## src/rtl/reorder_buffer_pkg.sv

```systemverilog
// ==== reorder_buffer_pkg : shared core widths and pointer helpers ====
// ==== rev 1.0                                                       ====
`default_nettype none

package reorder_buffer_pkg;

  localparam int c_NUM_ROB_ENTRY = 6;
  localparam int c_NUM_GPR       = 32;
  localparam int c_DATA_WIDTH    = 32;
  localparam int c_IDXW_ROB      = $clog2(c_NUM_ROB_ENTRY);
  localparam int c_IDXW_REG      = $clog2(c_NUM_GPR);

  // Circular increment for queues whose depth need not be a power of two.
  function automatic int f_wrap_inc(input int idx, input int n);
    return (idx == n - 1) ? 0 : idx + 1;
  endfunction

endpackage

`default_nettype wire

```

## src/rtl/rob_entry_array.sv

```systemverilog
// ==== rob_entry_array : per-entry ROB storage, alloc/writeback/clear ports, comb read ports ====
// ==== rev 1.0                                                                               ====
`default_nettype none

module rob_entry_array
  import reorder_buffer_pkg::*;
#(
  parameter int NUM_ENTRY  = c_NUM_ROB_ENTRY,
  parameter int IDXW       = c_IDXW_ROB,
  parameter int REGW       = c_IDXW_REG,
  parameter int DATA_WIDTH = c_DATA_WIDTH,
  parameter int NUM_RD     = 3
)(
  input  logic                  clk_in,
  input  logic                  reset_in,
  input  logic                  i_flush,
  input  logic                  i_alloc_valid,
  input  logic [IDXW-1:0]       i_alloc_idx,
  input  logic                  i_alloc_has_dest,
  input  logic [REGW-1:0]       i_alloc_name,
  input  logic                  i_wb_valid,
  input  logic [IDXW-1:0]       i_wb_idx,
  input  logic [DATA_WIDTH-1:0] i_wb_data,
  input  logic                  i_clr_valid,
  input  logic [IDXW-1:0]       i_clr_idx,
  input  logic [IDXW-1:0]       i_rd_idx  [NUM_RD],
  output logic                  o_rd_busy [NUM_RD],
  output logic                  o_rd_done [NUM_RD],
  output logic [DATA_WIDTH-1:0] o_rd_data [NUM_RD],
  output logic                  o_head_has_dest,
  output logic [REGW-1:0]       o_head_name
);

  logic                  r_busy     [NUM_ENTRY];
  logic                  r_done     [NUM_ENTRY];
  logic                  r_has_dest [NUM_ENTRY];
  logic [REGW-1:0]       r_name     [NUM_ENTRY];
  logic [DATA_WIDTH-1:0] r_data     [NUM_ENTRY];

  function automatic logic f_in_range(input logic [IDXW-1:0] idx);
    return 32'(idx) < NUM_ENTRY;
  endfunction

  always_ff @(posedge clk_in or negedge reset_in) begin
    if (!reset_in) begin
      for (int i = 0; i < NUM_ENTRY; i++) begin
        r_busy[i]     <= 1'b0;
        r_done[i]     <= 1'b0;
        r_has_dest[i] <= 1'b0;
        r_name[i]     <= '0;
        r_data[i]     <= '0;
      end
    end else if (i_flush) begin
      for (int i = 0; i < NUM_ENTRY; i++) begin
        r_busy[i] <= 1'b0;
        r_done[i] <= 1'b0;
      end
    end else begin
      if (i_alloc_valid && f_in_range(i_alloc_idx)) begin
        r_busy[i_alloc_idx]     <= 1'b1;
        r_done[i_alloc_idx]     <= 1'b0;
        r_has_dest[i_alloc_idx] <= i_alloc_has_dest;
        r_name[i_alloc_idx]     <= i_alloc_name;
      end
      // Reads pre-edge flags, so an entry allocated this cycle or already done drops the writeback.
      if (i_wb_valid && f_in_range(i_wb_idx)) begin
        if (r_busy[i_wb_idx] && !r_done[i_wb_idx]) begin
          r_done[i_wb_idx] <= 1'b1;
          r_data[i_wb_idx] <= i_wb_data;
        end
      end
      if (i_clr_valid && f_in_range(i_clr_idx)) begin
        r_busy[i_clr_idx] <= 1'b0;
        r_done[i_clr_idx] <= 1'b0;
      end
    end
  end

  always_comb begin
    for (int p = 0; p < NUM_RD; p++) begin
      o_rd_busy[p] = 1'b0;
      o_rd_done[p] = 1'b0;
      o_rd_data[p] = '0;
      if (f_in_range(i_rd_idx[p])) begin
        o_rd_busy[p] = r_busy[i_rd_idx[p]];
        o_rd_done[p] = r_done[i_rd_idx[p]];
        o_rd_data[p] = r_data[i_rd_idx[p]];
      end
    end
    o_head_has_dest = 1'b0;
    o_head_name     = '0;
    if (f_in_range(i_rd_idx[NUM_RD-1])) begin
      o_head_has_dest = r_has_dest[i_rd_idx[NUM_RD-1]];
      o_head_name     = r_name[i_rd_idx[NUM_RD-1]];
    end
  end

endmodule

`default_nettype wire

```

## src/rtl/reorder_buffer.sv

```systemverilog
// ==== reorder_buffer : in-order retirement queue with rename, release and result forwarding ====
// ==== rev 1.0                                                                               ====
`default_nettype none

module reorder_buffer
  import reorder_buffer_pkg::*;
#(
  parameter  int NUM_ROB_ENTRY                = c_NUM_ROB_ENTRY,
  parameter  int NUM_GENERAL_PURPOSE_REGISTER = c_NUM_GPR,
  parameter  int DATA_WIDTH                   = c_DATA_WIDTH,
  parameter  int NUM_READ_PORT                = 2,
  localparam int IDXW_ROB                     = $clog2(NUM_ROB_ENTRY),
  localparam int IDXW_REG                     = $clog2(NUM_GENERAL_PURPOSE_REGISTER)
)(
  input  logic                              clk_in,
  input  logic                              reset_in,
  input  logic                              flush_in,
  input  logic                              dispatch_valid_in,
  output logic                              dispatch_ready_out,
  input  logic                              dispatch_has_dest_in,
  input  logic [IDXW_REG-1:0]               dispatch_dest_name_in,
  output logic [IDXW_ROB-1:0]               dispatch_rob_index_out,
  output logic                              renaming_valid_out,
  output logic [IDXW_REG-1:0]               renaming_name_out,
  output logic [IDXW_ROB-1:0]               renaming_rob_index_out,
  input  logic                              writeback_valid_in,
  input  logic [IDXW_ROB-1:0]               writeback_rob_index_in,
  input  logic [DATA_WIDTH-1:0]             writeback_data_in,
  output logic                              commit_valid_out,
  input  logic                              commit_ready_in,
  output logic                              commit_has_dest_out,
  output logic [IDXW_REG-1:0]               commit_name_out,
  output logic [DATA_WIDTH-1:0]             commit_data_out,
  output logic                              release_valid_out,
  output logic [IDXW_REG-1:0]               release_name_out,
  output logic [IDXW_ROB-1:0]               release_rob_index_out,
  input  logic [NUM_READ_PORT*IDXW_ROB-1:0] read_rob_index_flatted_in,
  output logic [NUM_READ_PORT-1:0]          read_ready_flatted_out,
  output logic [NUM_READ_PORT*DATA_WIDTH-1:0] read_data_flatted_out
);

  localparam int CNTW = $clog2(NUM_ROB_ENTRY + 1);

  logic [IDXW_ROB-1:0]   r_head;
  logic [IDXW_ROB-1:0]   r_tail;
  logic [CNTW-1:0]       r_count;

  logic                  w_dispatch_fire;
  logic                  w_commit_fire;
  logic [IDXW_ROB-1:0]   w_rd_idx  [NUM_READ_PORT+1];
  logic                  w_rd_busy [NUM_READ_PORT+1];
  logic                  w_rd_done [NUM_READ_PORT+1];
  logic [DATA_WIDTH-1:0] w_rd_data [NUM_READ_PORT+1];
  logic                  w_head_has_dest;
  logic [IDXW_REG-1:0]   w_head_name;

  // Occupancy comes from the registered count only; same-cycle commits do not open a slot.
  assign dispatch_ready_out     = reset_in && (r_count != CNTW'(NUM_ROB_ENTRY)) && !flush_in;
  assign w_dispatch_fire        = dispatch_valid_in && dispatch_ready_out;
  assign dispatch_rob_index_out = r_tail;

  assign renaming_valid_out     = w_dispatch_fire && dispatch_has_dest_in;
  assign renaming_name_out      = renaming_valid_out ? dispatch_dest_name_in : '0;
  assign renaming_rob_index_out = renaming_valid_out ? r_tail : '0;

  assign commit_valid_out    = w_rd_busy[NUM_READ_PORT] && w_rd_done[NUM_READ_PORT] && !flush_in;
  assign w_commit_fire       = commit_valid_out && commit_ready_in;
  assign commit_has_dest_out = commit_valid_out && w_head_has_dest;
  assign commit_name_out     = commit_valid_out ? w_head_name : '0;
  assign commit_data_out     = commit_valid_out ? w_rd_data[NUM_READ_PORT] : '0;

  assign release_valid_out     = w_commit_fire && w_head_has_dest;
  assign release_name_out      = release_valid_out ? w_head_name : '0;
  assign release_rob_index_out = release_valid_out ? r_head : '0;

  always_comb begin
    for (int p = 0; p < NUM_READ_PORT; p++) begin
      w_rd_idx[p] = read_rob_index_flatted_in[p*IDXW_ROB +: IDXW_ROB];
    end
    w_rd_idx[NUM_READ_PORT] = r_head;
  end

  always_comb begin
    read_ready_flatted_out = '0;
    read_data_flatted_out  = '0;
    for (int p = 0; p < NUM_READ_PORT; p++) begin
      if (reset_in && writeback_valid_in && (writeback_rob_index_in == w_rd_idx[p])) begin
        read_ready_flatted_out[p]                       = 1'b1;
        read_data_flatted_out[p*DATA_WIDTH +: DATA_WIDTH] = writeback_data_in;
      end else if (w_rd_busy[p] && w_rd_done[p]) begin
        read_ready_flatted_out[p]                       = 1'b1;
        read_data_flatted_out[p*DATA_WIDTH +: DATA_WIDTH] = w_rd_data[p];
      end
    end
  end

  always_ff @(posedge clk_in or negedge reset_in) begin
    if (!reset_in) begin
      r_head  <= '0;
      r_tail  <= '0;
      r_count <= '0;
    end else if (flush_in) begin
      r_head  <= '0;
      r_tail  <= '0;
      r_count <= '0;
    end else begin
      if (w_dispatch_fire) r_tail <= IDXW_ROB'(f_wrap_inc(32'(r_tail), NUM_ROB_ENTRY));
      if (w_commit_fire)   r_head <= IDXW_ROB'(f_wrap_inc(32'(r_head), NUM_ROB_ENTRY));
      unique case ({w_dispatch_fire, w_commit_fire})
        2'b10:   r_count <= r_count + CNTW'(1);
        2'b01:   r_count <= r_count - CNTW'(1);
        default: r_count <= r_count;
      endcase
    end
  end

  rob_entry_array #(
    .NUM_ENTRY  (NUM_ROB_ENTRY),
    .IDXW       (IDXW_ROB),
    .REGW       (IDXW_REG),
    .DATA_WIDTH (DATA_WIDTH),
    .NUM_RD     (NUM_READ_PORT + 1)
  ) u_entries (
    .clk_in           (clk_in),
    .reset_in         (reset_in),
    .i_flush          (flush_in),
    .i_alloc_valid    (w_dispatch_fire),
    .i_alloc_idx      (r_tail),
    .i_alloc_has_dest (dispatch_has_dest_in),
    .i_alloc_name     (dispatch_dest_name_in),
    .i_wb_valid       (writeback_valid_in),
    .i_wb_idx         (writeback_rob_index_in),
    .i_wb_data        (writeback_data_in),
    .i_clr_valid      (w_commit_fire),
    .i_clr_idx        (r_head),
    .i_rd_idx         (w_rd_idx),
    .o_rd_busy        (w_rd_busy),
    .o_rd_done        (w_rd_done),
    .o_rd_data        (w_rd_data),
    .o_head_has_dest  (w_head_has_dest),
    .o_head_name      (w_head_name)
  );

endmodule

`default_nettype wire

```

## config.mk

```make
export PLATFORM = sky130hd
export DESIGN_NAME = reorder_buffer
export DESIGN_NICKNAME = d
export VERILOG_FILES = /design/src/rtl/reorder_buffer_pkg.sv /design/src/rtl/rob_entry_array.sv /design/src/rtl/reorder_buffer.sv
export SDC_FILE = /design/constraint.sdc
export NUM_CORES = 1
export LEC_CHECK = 0
export ABC_AREA = 0
export ABC_CLOCK_PERIOD_IN_PS = 3950
export BUFFER_PORTS_ARGS = -buffer_cell sky130_fd_sc_hd__buf_4
export CORE_MARGIN = 8
export CORE_UTILIZATION = 30
export CTS_BUF_LIST = sky130_fd_sc_hd__clkbuf_8
export CTS_CLUSTER_SIZE = 16
export DETAILED_ROUTE_END_ITERATION = 6
export GPL_TIMING_DRIVEN = 0
export SETUP_SLACK_MARGIN = 0.3
export SYNTH_ARGS = -nofsm -noshare
export SYNTH_HDL_FRONTEND = slang
export SYNTH_SLANG_ARGS = --single-unit
export TNS_END_PERCENT = 5
```

## constraint.sdc

```tcl
create_clock -name clk_in -period 3.95 [get_ports clk_in]
set_clock_uncertainty 0.15 [all_clocks]
set_input_delay 0.79 -clock clk_in [delete_from_list [all_inputs] [get_ports clk_in]]
set_output_delay 0.79 -clock clk_in [all_outputs]
set_load 0.02 [all_outputs]
```

==> flow_metrics.py <==
metrics = {
    "global_route": {
        "grt_pass1_wl_mm": 87.46,
        "track_usage_pct": 19.00,
        "met2_usage_pct": 29.70,
        "antenna_found_initial": 6,
        "grt_pass1_vias": 13968,
        "grt.busiest_layer": "met2",
        "met1_usage_pct": 24.10,
        "grt-ovfl-total": 0,
        "grt_max_degree": 89,
        "met3_usage_pct": 5.224,
    },
    "power": {
        "total_power_mw": 5.744,
        "p_clk_share_pct": 41.0,
        "sw_frac_of_total_pct": 27.02,
        "power.density_nw_per_um2": 292.7,
        "ir_drop_mv": 0.1628,
        "p_comb_share_pct": 11.7,
        "power_leakage_nw": 8.636,
        "p_int_mw": 4.192,
        "seq_power_share_pct": 47.3,
        "power.switching_mw": 1.552,
    },
    "hold_path": {
        "hold_path.class": "in2async",
    },
    "sta": {
        "setup_viol": 0,
        "min_period_ps": 3728,
        "relSlewSlack_pct": 12.56,
        "whs_ps": 50.26,
        "tightest_slew_ps": 1301,
        "hold_viol": 0,
        "tns_ps": 0,
        "grt_setup_unrepaired": "true",
        "maxSlewViolCount": 0,
        "final.period_utilization_pct": 94.39,
        "maxClockFrequency_mhz": 268.2,
    },
    "synthesis": {
        "synth-seq-area-share_pct": 39.36,
        "syn_inst": 1437,
        "synth_top_cell_area_share_pct": 39.36,
        "yosys_register_bits": 249,
        "ys_types": 52,
        "synth_edf_count": 0,
        "yosys_warnings": 0,
        "syn_avg_cell_area_sq_um": 11.02,
        "synth_area_leader_cell": "dfrtp_1",
        "ys_async_sr_fraction_pct": 100.0,
        "synth_common_cells": "dfrtp_1 (249), mux2_2 (198), nand2_1 (149), mux2i_1 (118), mux4_2 (88)",
        "netlist_area_sq_um": 15830,
        "syn_nets": 1491,
        "synth_area_leaders": "dfrtp_1 (39%), mux2_2 (14%), mux4_2 (13%), mux2i_1 (7.5%), nand2_1 (3.5%)",
        "synth_most_common_cell": "dfrtp_1",
        "yosys_most_used_dff": "dfrtp_1",
    },
    "clock_tree": {
        "insertion_delay_ps": 600,
        "cts_root_buffer": "clkbuf_8",
        "clock-sinks": 249,
        "cts_max_path_buffers": 3,
        "htreeDepth": 2,
        "cts_buffers": 45,
        "tritoncts": "yes",
        "clk_pin_slew_worst_paths_ps": 50,
    },
    "drt": {
        "vias_per_cell": 5.574,
        "routedWlPerCell_microns": 24.62,
        "drt_iter0_drc": 1240,
        "final_antenna_net_count": 0,
        "drc_errors": 0,
        "via_count": 13317,
        "drt-total-wl_mm": 58.81,
        "firstDrtPassIters": 7,
    },
    "floorplanning": {
        "fp.dieW_microns": 245.7,
        "core_area_sq_um": 52340,
        "fp.dieH_microns": 245.7,
        "dieArea_sq_um": 60370,
        "ios": 180,
        "start_util_pct": 30.24,
        "rows": 84,
    },
    "final_layout": {
        "area_growth_pct": 23.96,
        "drive_gt1_share_pct": 39.36,
        "fin_area_sq_um": 19620,
        "fill_cells": 5175,
        "finalNetCount": 1724,
    },
    "worst_setup_path": {
        "worst-setup-path-type": "in2out",
        "worstPathRequired_ps": 3010,
        "arrival_ps": 2790,
        "cp-end-kind": "output pin",
        "cp-start-kind": "input pin",
        "critPathMaxFanout": 10,
    },
    "placement": {
        "placed_area_sq_um": 18040,
        "post-dp-hpwl_mm": 40.46,
        "portBuffers": 171,
        "gp_congestion": 0.8905,
    },
    "outcome": {
        "status": "finished clean",
    },
    "run": {
        "maxCapViolations": 0,
    },
}
## registers in the layout, summed over array words and instances, names as in the netlist
register                count
u_entries.r_data          192
u_entries.r_name           30
u_entries.r_busy            6
u_entries.r_done            6
u_entries.r_has_dest        6
dispatch_rob_index_out      3
r_count                     3
r_head                      3
## worst max-delay path, cell delays in order
cell and delay, ps:
clkbuf_2 250, nand2b_1 140, clkbuf_1 440, clkbuf_1 580
o22ai_1 170, nand2_1 110, o21ai_1 100, buf_4 190
## metal layers
layer | routed length, microns | share of wire [%]
met4 | 2745 | 4.7
met1 | 23510 | 40
met3 | 5472 | 9.3
met2 | 27060 | 46
met5 | 26 | 0.044
## metrics by stage
step	setup slack, ps	std cells	util (%)
floorplan	284.2	1437	-
global placement	-2733	2296	34.35
detailed placement	-1096	2298	34.47
CTS	227.6	2383	37.29
global route	203.1	2386	37.48
finish	221.6	2389	37.49
## cells in the final DEF, fill, tap and decap left out, types with 10 or more instances in the layout
master      n
o21ai_1    12
dfrtp_1   249
clkbuf_4   20
o21ai_0    57
nor2_1     83
buf_4     187
clkbuf_8   63
and3_1     10
mux2_2    198
nand2_1   148
a221oi_1   15
mux2i_1   118
a21oi_1    35
mux2_1     43
buf_2      26
clkbuf_2   17
inv_1      89
o22ai_1    67
mux4_2     88
buf_6      11
clkbuf_1   26
## worst paths after layout
check                                                          from                                    end  slack, ps  cells past startpoint
worst max-delay path                   read_rob_index_flatted_in[1]              read_data_flatted_out[15]        220                      8
worst min-delay path                                       reset_in      u_entries.r_data[173]$_DFFE_PN0P_         50                      2
worst max register to register               r_count[2]$_DFFE_PN0P_                 r_count[2]$_DFFE_PN0P_        880                     10
worst min register to register  u_entries.r_has_dest[0]$_DFFE_PN0P_    u_entries.r_has_dest[0]$_DFFE_PN0P_        350                      1
max in group asynchronous                                  reset_in  dispatch_rob_index_out[0]$_DFFE_PN0P_       2690                      2
min in group clk_in                            writeback_data_in[8]        u_entries.r_data[8]$_DFFE_PN0P_        330                      2
## logic make-up (layout without fill, tap and decap cells)
logic type	count (synthesis)	in the layout	synth area share [%]
multiplexers	447	447	37.12
AO/OA/AOI/OAI	237	237	9.248
flip-flops	249	249	39.36
XOR/XNOR	8	8	0.4426
adder cells (fa/ha/maj)	1	1	0.1265
AND/OR/NAND/NOR	296	296	8.418
other	0	4	0
buffers and inverters	199	459	5.280
## power by group through the flow
stage	Clock (mW)	Sequential, mW	Combinational [mW]
floorplan	0	2.74	0.359
global placement	0	2.75	0.612
detailed placement	0	2.76	0.632
CTS	2.40	2.71	0.674
global route	2.51	2.73	0.725
finish	2.35	2.72	0.675
## layout make-up
| type | instances | area (sq um) | area share (%) |
|---|---|---|---|
| Clock inverter | 18 | 75.07 | 0.3826 |
| Multi-Input combinational cell | 989 | 8974 | 45.73 |
| Inverter | 74 | 277.8 | 1.415 |
| Sequential cell | 249 | 6231 | 31.75 |
| Clock buffer | 56 | 770.7 | 3.928 |
| Tap cell | 688 | 860.8 | 4.387 |
| Timing Repair Buffer | 186 | 1550 | 7.900 |
| Antenna cell | 4 | 10.01 | 0.05101 |
| Buffer | 125 | 874.6 | 4.457 |
## repair_timing
| action | CTS | global route |
|---|---|---|
| hold buffers | 2 | 0 |
| hold endpoints to repair | 55 | 0 |
| setup endpoints to repair | 114 | 114 |
| cloned | 3 | 0 |
| setup buffers | 6 | 2 |
| pin swaps | 6 | 4 |
| resized for setup | 164 | 57 |
Note: power is estimated with default switching activity, not from simulation.
